===== src/rtl/alarm_denetleyici_pkg.sv =====
// Shared types and defaults for the building alarm controller: state encoding,
// default timing constants and the floor-index width helper.
package alarm_pkg;

   typedef enum logic [1:0] {
      BEKLE     = 2'd0,
      DOGRULA   = 2'd1,
      ALARM     = 2'd2,
      ONAYLANDI = 2'd3
   } durum_t;

   localparam int VARSAYILAN_DOGRULAMA   = 16;
   localparam int VARSAYILAN_SIREN_YARIM = 8;

   // A single-floor build still needs a one-bit index port.
   function automatic int kat_genisligi(input int n);
      return (n > 1) ? $clog2(n) : 1;
   endfunction

endpackage


===== src/rtl/alarm_denetleyici_oncelik_kodlayici.sv =====
// Lowest-set-bit encoder: returns the index of the lowest high bit of giris,
// or 0 when no bit is set.
module oncelik_kodlayici
   import alarm_pkg::*;
#(
   parameter int N = 4,
   parameter int W = 2
) (
   input  logic [N-1:0] giris,
   output logic [W-1:0] indeks
);

   logic [N-1:0] ilk_bit;

   // One-hot mask of the lowest set bit; at most one bit is ever high.
   genvar gi;
   generate
      for (gi = 0; gi < N; gi++) begin : g_ilk
         if (gi == 0) begin : g_sifir
            assign ilk_bit[gi] = giris[gi];
         end else begin : g_diger
            assign ilk_bit[gi] = giris[gi] & ~(|giris[gi-1:0]);
         end
      end
   endgenerate

   always_comb begin
      indeks = '0;
      for (int i = 0; i < N; i++) begin
         if (ilk_bit[i]) indeks = indeks | W'(i);
      end
   end

endmodule


===== src/rtl/alarm_denetleyici.sv =====
// Building alarm controller: persistence check, latching, siren/beacon drive and
// acknowledge/clear handshake. Define KAT_SENKRON_EN to add 2-flop input synchronizers.
module alarm_denetleyici
   import alarm_pkg::*;
#(
   parameter int  KAT_SAYISI  = 4,
   parameter int  DOGRULAMA   = VARSAYILAN_DOGRULAMA,
   parameter int  SIREN_YARIM = VARSAYILAN_SIREN_YARIM,
   localparam int KW          = kat_genisligi(KAT_SAYISI)
) (
   input  logic                  clk,
   input  logic                  rst_n,
   input  logic [KAT_SAYISI-1:0] kat_alarm,
   input  logic                  onay,
   input  logic                  sifirla,
   output logic                  siren,
   output logic                  isik,
   output logic [KW-1:0]         ilk_kat,
   output logic [KAT_SAYISI-1:0] aktif_maske,
   output logic [1:0]            durum
);

   localparam int DW = $clog2(DOGRULAMA + 1);
   localparam int SW = (SIREN_YARIM > 1) ? $clog2(SIREN_YARIM) : 1;

   logic [KAT_SAYISI-1:0] kat_s;
   logic                  onay_s;
   logic                  sifirla_s;

`ifdef KAT_SENKRON_EN
   logic [KAT_SAYISI-1:0] kat_ara_reg;
   logic [KAT_SAYISI-1:0] kat_sync_reg;
   logic [1:0]            onay_sync_reg;
   logic [1:0]            sifirla_sync_reg;

   always_ff @(posedge clk or negedge rst_n) begin
      if (!rst_n) begin
         kat_ara_reg      <= '0;
         kat_sync_reg     <= '0;
         onay_sync_reg    <= '0;
         sifirla_sync_reg <= '0;
      end else begin
         kat_ara_reg      <= kat_alarm;
         kat_sync_reg     <= kat_ara_reg;
         onay_sync_reg    <= {onay_sync_reg[0], onay};
         sifirla_sync_reg <= {sifirla_sync_reg[0], sifirla};
      end
   end

   assign kat_s     = kat_sync_reg;
   assign onay_s    = onay_sync_reg[1];
   assign sifirla_s = sifirla_sync_reg[1];
`else
   assign kat_s     = kat_alarm;
   assign onay_s    = onay;
   assign sifirla_s = sifirla;
`endif

   logic [KW-1:0] ilk_kat_next;

   oncelik_kodlayici #(
      .N (KAT_SAYISI),
      .W (KW)
   ) u_oncelik (
      .giris  (kat_s),
      .indeks (ilk_kat_next)
   );

   durum_t                durum_reg;
   logic [DW-1:0]         dog_cnt_reg;
   logic [SW-1:0]         siren_cnt_reg;
   logic                  siren_reg;
   logic                  isik_reg;
   logic [KW-1:0]         ilk_kat_reg;
   logic [KAT_SAYISI-1:0] maske_reg;

   logic                  hot;
   logic [KAT_SAYISI-1:0] yeni_kat;

   assign hot      = |kat_s;
   assign yeni_kat = kat_s & ~maske_reg;

   always_ff @(posedge clk or negedge rst_n) begin
      if (!rst_n) begin
         durum_reg     <= BEKLE;
         dog_cnt_reg   <= '0;
         siren_cnt_reg <= '0;
         siren_reg     <= 1'b0;
         isik_reg      <= 1'b0;
         ilk_kat_reg   <= '0;
         maske_reg     <= '0;
      end else begin
         case (durum_reg)
            BEKLE: begin
               if (hot) begin
                  if (DOGRULAMA == 1) begin
                     durum_reg     <= ALARM;
                     dog_cnt_reg   <= '0;
                     ilk_kat_reg   <= ilk_kat_next;
                     maske_reg     <= kat_s;
                     isik_reg      <= 1'b1;
                     siren_reg     <= 1'b1;
                     siren_cnt_reg <= '0;
                  end else begin
                     durum_reg   <= DOGRULA;
                     dog_cnt_reg <= DW'(1);
                  end
               end
            end
            DOGRULA: begin
               if (!hot) begin
                  durum_reg   <= BEKLE;
                  dog_cnt_reg <= '0;
               end else if (dog_cnt_reg == DW'(DOGRULAMA - 1)) begin
                  // This edge samples the last required hot cycle.
                  durum_reg     <= ALARM;
                  dog_cnt_reg   <= '0;
                  ilk_kat_reg   <= ilk_kat_next;
                  maske_reg     <= kat_s;
                  isik_reg      <= 1'b1;
                  siren_reg     <= 1'b1;
                  siren_cnt_reg <= '0;
               end else begin
                  dog_cnt_reg <= dog_cnt_reg + 1'b1;
               end
            end
            ALARM: begin
               maske_reg <= maske_reg | kat_s;
               if (onay_s) begin
                  durum_reg     <= ONAYLANDI;
                  siren_reg     <= 1'b0;
                  siren_cnt_reg <= '0;
               end else if (siren_cnt_reg == SW'(SIREN_YARIM - 1)) begin
                  siren_cnt_reg <= '0;
                  siren_reg     <= ~siren_reg;
               end else begin
                  siren_cnt_reg <= siren_cnt_reg + 1'b1;
               end
            end
            ONAYLANDI: begin
               siren_reg <= 1'b0;
               // A newly alarming floor re-arms without reconfirmation and beats a clear.
               if (|yeni_kat) begin
                  durum_reg     <= ALARM;
                  maske_reg     <= maske_reg | kat_s;
                  siren_reg     <= 1'b1;
                  siren_cnt_reg <= '0;
               end else if (sifirla_s && !hot) begin
                  durum_reg   <= BEKLE;
                  maske_reg   <= '0;
                  isik_reg    <= 1'b0;
                  dog_cnt_reg <= '0;
               end
            end
            default: durum_reg <= BEKLE;
         endcase
      end
   end

   assign siren       = siren_reg;
   assign isik        = isik_reg;
   assign ilk_kat     = ilk_kat_reg;
   assign aktif_maske = maske_reg;
   assign durum       = durum_reg;

endmodule

===== config.mk =====
export PLATFORM = sky130hd
export DESIGN_NAME = alarm_denetleyici
export DESIGN_NICKNAME = d
export VERILOG_FILES = /design/src/rtl/alarm_denetleyici_pkg.sv /design/src/rtl/alarm_denetleyici_oncelik_kodlayici.sv /design/src/rtl/alarm_denetleyici.sv
export SDC_FILE = /design/constraint.sdc
export NUM_CORES = 1
export LEC_CHECK = 0
export BUFFER_PORTS_ARGS = -buffer_cell sky130_fd_sc_hd__buf_2
export CORE_ASPECT_RATIO = 0.8
export CORE_MARGIN = 5
export CORE_UTILIZATION = 30
export CTS_CLUSTER_DIAMETER = 40
export DETAILED_ROUTE_END_ITERATION = 6
export PLACE_DENSITY_LB_ADDON = 0.15
export SYNTH_ARGS = -nofsm -noshare
export SYNTH_HDL_FRONTEND = slang
export SYNTH_HIERARCHICAL = 1
export SYNTH_SLANG_ARGS = --single-unit

===== constraint.sdc =====
create_clock -name clk -period 4.7 [get_ports clk]
set_input_delay 0.235 -clock clk [delete_from_list [all_inputs] [get_ports clk]]
set_output_delay 0.235 -clock clk [all_outputs]
set_load 0.03 [all_outputs]

After elaboration in Yosys (flattened, before gate mapping)
Index checks and enable logic that the tools add are counted.
- reduce and logical (&&, ||, !) cells: 17
- equal/unequal tests: 15
- muxes and demuxes: 36
- bitwise gates (word level): 10
- $add $sub $neg: 2
- operator list (kind ; count):
    $mux W5 ; 5
    $reduce_and A4 Y1 ; 5
    $mux W2 ; 8
    $mux W4 ; 4
    $mux W3 ; 5
    $pmux W5 S3 ; 1
    $ne A2 B2 Y1 const B ; 7
    $pmux W4 S3 ; 1
    $ne A3 B3 Y1 const B ; 3
    $pmux W3 S3 ; 1
    $mux W1 ; 8
    $pmux W2 S4 ; 1
    $reduce_or A4 Y1 ; 2
    $reduce_bool A3 Y1 ; 2
    $add A5 B1 Y5 const B ; 1
    $eq A5 B4 Y1 const B ; 1
    $reduce_and A5 Y1 ; 1
    $and A4 B4 Y4 ; 1
    $eq A2 B2 Y1 const B ; 2
    $not A1 Y1 ; 4
    $not A4 Y4 ; 1
    $or A4 B4 Y4 ; 1
    $add A3 B1 Y3 const B ; 1
    $and A1 B1 Y1 ; 3
    11 further kinds ; 11
- word-level logic and storage cells: 87
- bits in registers: 18

Logic depth before layout (Yosys ltp)
- depth after elaboration: 6
- depth in mapped cells: 5
- gate-level depth less buffers: 5

Cells and area by module
Netlist, hierarchy kept.
- modules (own cells, without submodules) (module ; seq. area each (um2) ; area each (um2) ; times used ; cells each):
    alarm_denetleyici ; 450.4 ; 1039.7 ; 1 ; 104
    oncelik_kodlayici ; 0.0 ; 27.5 ; 1 ; 5

Worst setup path before layout
Ideal clock, no wire load.
- path kind: reg2reg
- start: register durum_reg[1] (netlist: durum[1])
- end: register durum_reg[0] (netlist: durum[0])
- cell stages (with the launch flop): 6
- data required time: 4618 ps
- arrival: 1499 ps
- buffers on the path: 1
- slack: 3119 ps
- setup time: 82 ps
- cells stage by stage: dfrtp_1 -> buf_4 -> clkinv_1 -> nand2_1 -> or3_2 -> a31oi_1
- word-level cells in the longest chain between the ends: 3
- elaborated cells on any way between the ends: 10
- classes of those cells: eq/ne (7); mux (1); reduce/logical (2)
- RTL lines (what ; line ; text):
    from (decl) ; alarm_denetleyici.sv:69 ; durum_t durum_reg;
    from (signal assigned) ; alarm_denetleyici.sv:85 ; durum_reg <= BEKLE;
    from (signal assigned) ; alarm_denetleyici.sv:97 ; durum_reg <= ALARM;
    from (signal assigned) ; alarm_denetleyici.sv:105 ; durum_reg <= DOGRULA;
    $eq A2 B1 Y1 (tied with other cells) ; alarm_denetleyici.sv:93 ; case (durum_reg)
    $ne A3 B3 Y1 (no line) or $ne A2 B2 Y1 (tied branches) ; - ;
    $reduce_and A4 Y1 (no line) ; - ;
Parallel ways exist; a longest one is shown, timed or not.
A chain may end at the register's enable or synchronous reset.

Worst setup path after layout
- start: register dog_cnt_reg[0]
- end: register durum_reg[0] (netlist: durum[0])
- word-level cells in the longest chain between the ends: 3
- RTL lines (what ; line ; text):
    from (decl) ; alarm_denetleyici.sv:70 ; logic [DW-1:0] dog_cnt_reg;
    from (signal assigned) ; alarm_denetleyici.sv:124 ; dog_cnt_reg <= dog_cnt_reg + 1'b1;
    $eq A5 B4 Y1 ; alarm_denetleyici.sv:114 ; end else if (dog_cnt_reg == DW'(DOGRULAMA - 1)) begin
    $ne A3 B3 Y1 (no line) ; - ;
    $reduce_and A4 Y1 (no line) ; - ;
    to (signal assigned) ; alarm_denetleyici.sv:112 ; durum_reg <= BEKLE;
    to (signal assigned) ; alarm_denetleyici.sv:116 ; durum_reg <= ALARM;
    to (signal assigned) ; alarm_denetleyici.sv:130 ; durum_reg <= ONAYLANDI;
Every way passes these cells.

==> results list <==
- Post-synth top area share: 0.422
- Clock tree buffer depth: 2
* CTS sink count: 18
- Global-route wire length before repair: roughly 4300 um
- Last weighted congestion value of the routability-driven placer: between 0.7 and 0.8
- Broken down by cell family, the worst path's largest delay share belongs to simple AND/OR/NAND/NOR gates.
* Max reg flops: 5
- Along the worst path, the maximum fanout reaches 4.
- Area of the mapped netlist: around 1100 um2
- The commonest cells after synthesis are 18 x sky130_fd_sc_hd__dfrtp_1, 9 x sky130_fd_sc_hd__inv_1, 8 x sky130_fd_sc_hd__nand2_1.
- The number of buffers and inverters on the critical path is 0.
- Number of inserted diodes: 0
* Number of ports placed on the die boundary: 18
- For met2 alone, demand over resource in global routing was 0.166.
* Vias in the first global route: around 910
- Number of hold violations in the final report: 0
- Of the cells placed in the final design, the portion with a size suffix greater than 1 is 0.276.
- VDD sags by at most roughly 0.00018 V.
* Starting density of the core: 0.312
* Largest net degree at the start of global routing: 21
- Most frequent cell after synthesis: sky130_fd_sc_hd__dfrtp_1
- Placed cell count: about 160
* Pwr dens: 584 nW/um2
* Setup repair after global routing missed its margin: false
- DR iter-0 viols: 28
* Highest-utilization routing layer at the global route stage: met2
- GR Layer Usage met1: 0.143
- Initial antenna violation count: 0
* Outcome: finished clean
* Cell area after layout: around 1200 um2
- Max Clock Freq: about 570 MHz
- After clock tree synthesis, the flow added hold-fix buffers numbering 1.
- CP cell instances: ha_1, and4b_1, or3_2, a31oi_1
- The initialized floorplan defines 19 standard-cell rows.
- Post-CTS timing repair inserted 0 buffers for setup.
* Number of failing setup endpoints in the final timing report: 0
* Number of max-capacitance violations reported: 0
- In this run the worst setup path begins at dog_cnt_reg[0]$_DFFE_PN0P_.
* Layout Cells excl Fill: about 170
* Wire length per cell: around 15 um
* Multiplexer fraction of the synthesized cell area: 0.0317
* Worst Path Required: about 4900 ps
- Share of synthesized registers carrying an async set or reset: 1.00
- The tree is rooted in a sky130_fd_sc_hd__clkbuf_8.
- After synthesis the netlist holds a flip-flop and latch count of 18.
- Setup clock skew after layout: ~1.8 ps
* Arrival time worst endpoint: 1920 ps
- Total GRT Usage: 0.109
- Biggest area contributors in the synthesized netlist: sky130_fd_sc_hd__dfrtp_1 42%, sky130_fd_sc_hd__o31ai_1 4.9%, sky130_fd_sc_hd__ha_1 3.5%
- Clock latency on the worst-skew pair: 260 ps
- The die is approximately 77 um wide.
- Delay of the slowest critical-path stage: 510 ps
* Reg2reg start: dog_cnt_reg[0]$_DFFE_PN0P_
- The complex-gate fraction of the synthesized area came to 0.182.
* Synthesized net count: 120
- Worst Max-Slew Pin Slew: 640 ps
- Clock tree synthesis inserted a total of 3 buffers.
* Final global-route overflow total: 0
- Each instance of the synthesized netlist takes up on average around 9.8 um2.
- Area Overhead vs Synth: 17.0%
* Setup crit end kind: flop
* Leakage power: 0.000563 uW
* Worst-path clk slew: 70 ps
- Nets@finish: about 140
* HPWL reported at the end of detailed placement: around 1800 um
- Before antenna repair, the detailed router went through 2 iterations.
- Using the TritonRoute via totals, the vias-per-cell ratio works out to about 5.
- Largest family of logic cells by synthesized area: simple AND/OR/NAND/NOR gates
- The worst hold path belongs to the class primary input to flop.
- Met3 layer usage reported by global route: 0.0328
- Library cell contributing the largest single delay on the critical path: sky130_fd_sc_hd__or3_2
- Final setup TNS: 0 ps
- Core Area: 3420 um2
- Of the synthesized area, sequential elements account for 0.422.
* Hold path start: kat_alarm[2]
- # port buffers: 17
- After detailed placement, the total cell area comes to between 1000 and 1500 um2.
- In the finished design, the share of the clock period the worst path needs comes to 0.370.
- The floorplan step defined a die boundary enclosing between 4000 and 5000 um2.
- Synthesis instantiated 39 different standard cells from the library.
* Die height: roughly 63 um
- Of the total synthesized cell area, the portion taken by full adders, half adders and majority gates is 0.0352.
- Number of vias in the routed layout: just under 900
* Critical path startpoint category: flop
* Cell type contributing the most total cell area after synthesis: sky130_fd_sc_hd__dfrtp_1
* Max transition margin: 0.573
- The worst setup path is of the flop to flop kind.
* Deepest level of the CTS H-tree: 1
- The number of pins exceeding their max-slew limit in the final report came to 0.
- Synthesized-area fraction occupied by and/or/nand/nor cells: 0.266
- End-of-flow core utilization: 0.365
- The count of nets left with antenna violations once routing finished came out at 0.
- Counting flops with a built-in enable in the synthesized netlist gives 0.
- The Yosys step of the flow raised 6 warnings.
- Clock period minus final worst setup slack: around 1700 ps
- For this run, design rule violations remaining after detail routing come to 0.
- TritonCTS built the clock tree.
* Routed WL: around 2500 um
* Primary flip-flop cell chosen by synthesis mapping: sky130_fd_sc_hd__dfrtp_1
* Post-Syn Instances: 109
- Of the total synthesized cell area, the portion taken by XOR and XNOR cells is 0.00821.
- The number of gates resized after CTS was 0.
==> metal layers <==
metal / vias up / wire, um
li1: 438 / -
met5: - / 0
met3: 4 / 97
met2: 15 / 1120
met1: 414 / 1210
met4: 0 / 29
==> metrics by stage <==
step | setup slack (ps) | hold WS, ps | total power, uW
floorplan | 3120 | -60.6 | 520
global placement | 2990 | 194 | 598
CTS | 2970 | 274 | 738
global route | 2900 | 303 | 786
finish | 2960 | 281 | 729
detailed placement | 2990 | 200 | 602
==> power breakdown <==
part | total (uW) | switching, uW | internal (uW)
clock network | 131 | 56.3 | 74.6
registers | 286 | 77.2 | 209
logic | 312 | 192 | 120
==> path summary, 6_finish.rpt <==
check / to / slack (ps) / cells after the start
max: durum[0]$_DFFE_PN0P_ / 2960 / 4
min: aktif_maske[2]$_DFFE_PN0P_ / 280 / 3
max reg2reg: durum[0]$_DFFE_PN0P_ / 2960 / 4
min reg2reg: ilk_kat[1]$_DFFE_PN0P_ / 510 / 1
max in group asynchronous: durum[0]$_DFFE_PN0P_ / 3960 / 2
min in group asynchronous: aktif_maske[0]$_DFFE_PN0P_ / 450 / 2
==> layout make-up <==
cell class,instances,area [um2]
Timing Repair Buffer,18,95.1
Tap cell,42,52.6
Clock buffer,4,55.1
Multi-Input combinational cell,77,558
Inverter,10,37.5
Sequential cell,18,450
Fill cell,373,2170
==> cell usage in the layout, fill, tap and decap left out, drive strengths merged, types with 2 or more instances in the layout <==
cell / n
dfrtp: 18
buf: 17
inv: 9
nand2: 8
nand3: 7
o31ai: 7
nor2: 6
nand2b: 5
a21oi: 5
clkbuf: 4
nand4: 4
nor3: 4
o21ai: 4
and3: 4
o2bb2ai: 3
mux2: 3
ha: 3
a21o: 2
==> worst register-to-register path, cell delays in order, from the launching register on <==
cell                      delay (ps)
sky130_fd_sc_hd__dfrtp_1         430
sky130_fd_sc_hd__ha_1            260
sky130_fd_sc_hd__and4b_1         300
sky130_fd_sc_hd__or3_2           510
sky130_fd_sc_hd__a31oi_1         170
==> cell families after synthesis <==
family                   after synthesis
multiplexers                           3
buffers and inverters                 14
flip-flops                            18
XOR/XNOR                               1
AO/OA/AOI/OAI                         27
adder cells (fa/ha/maj)                3
AND/OR/NAND/NOR                       43
No activity file was read; power rests on OpenSTA's default activity.
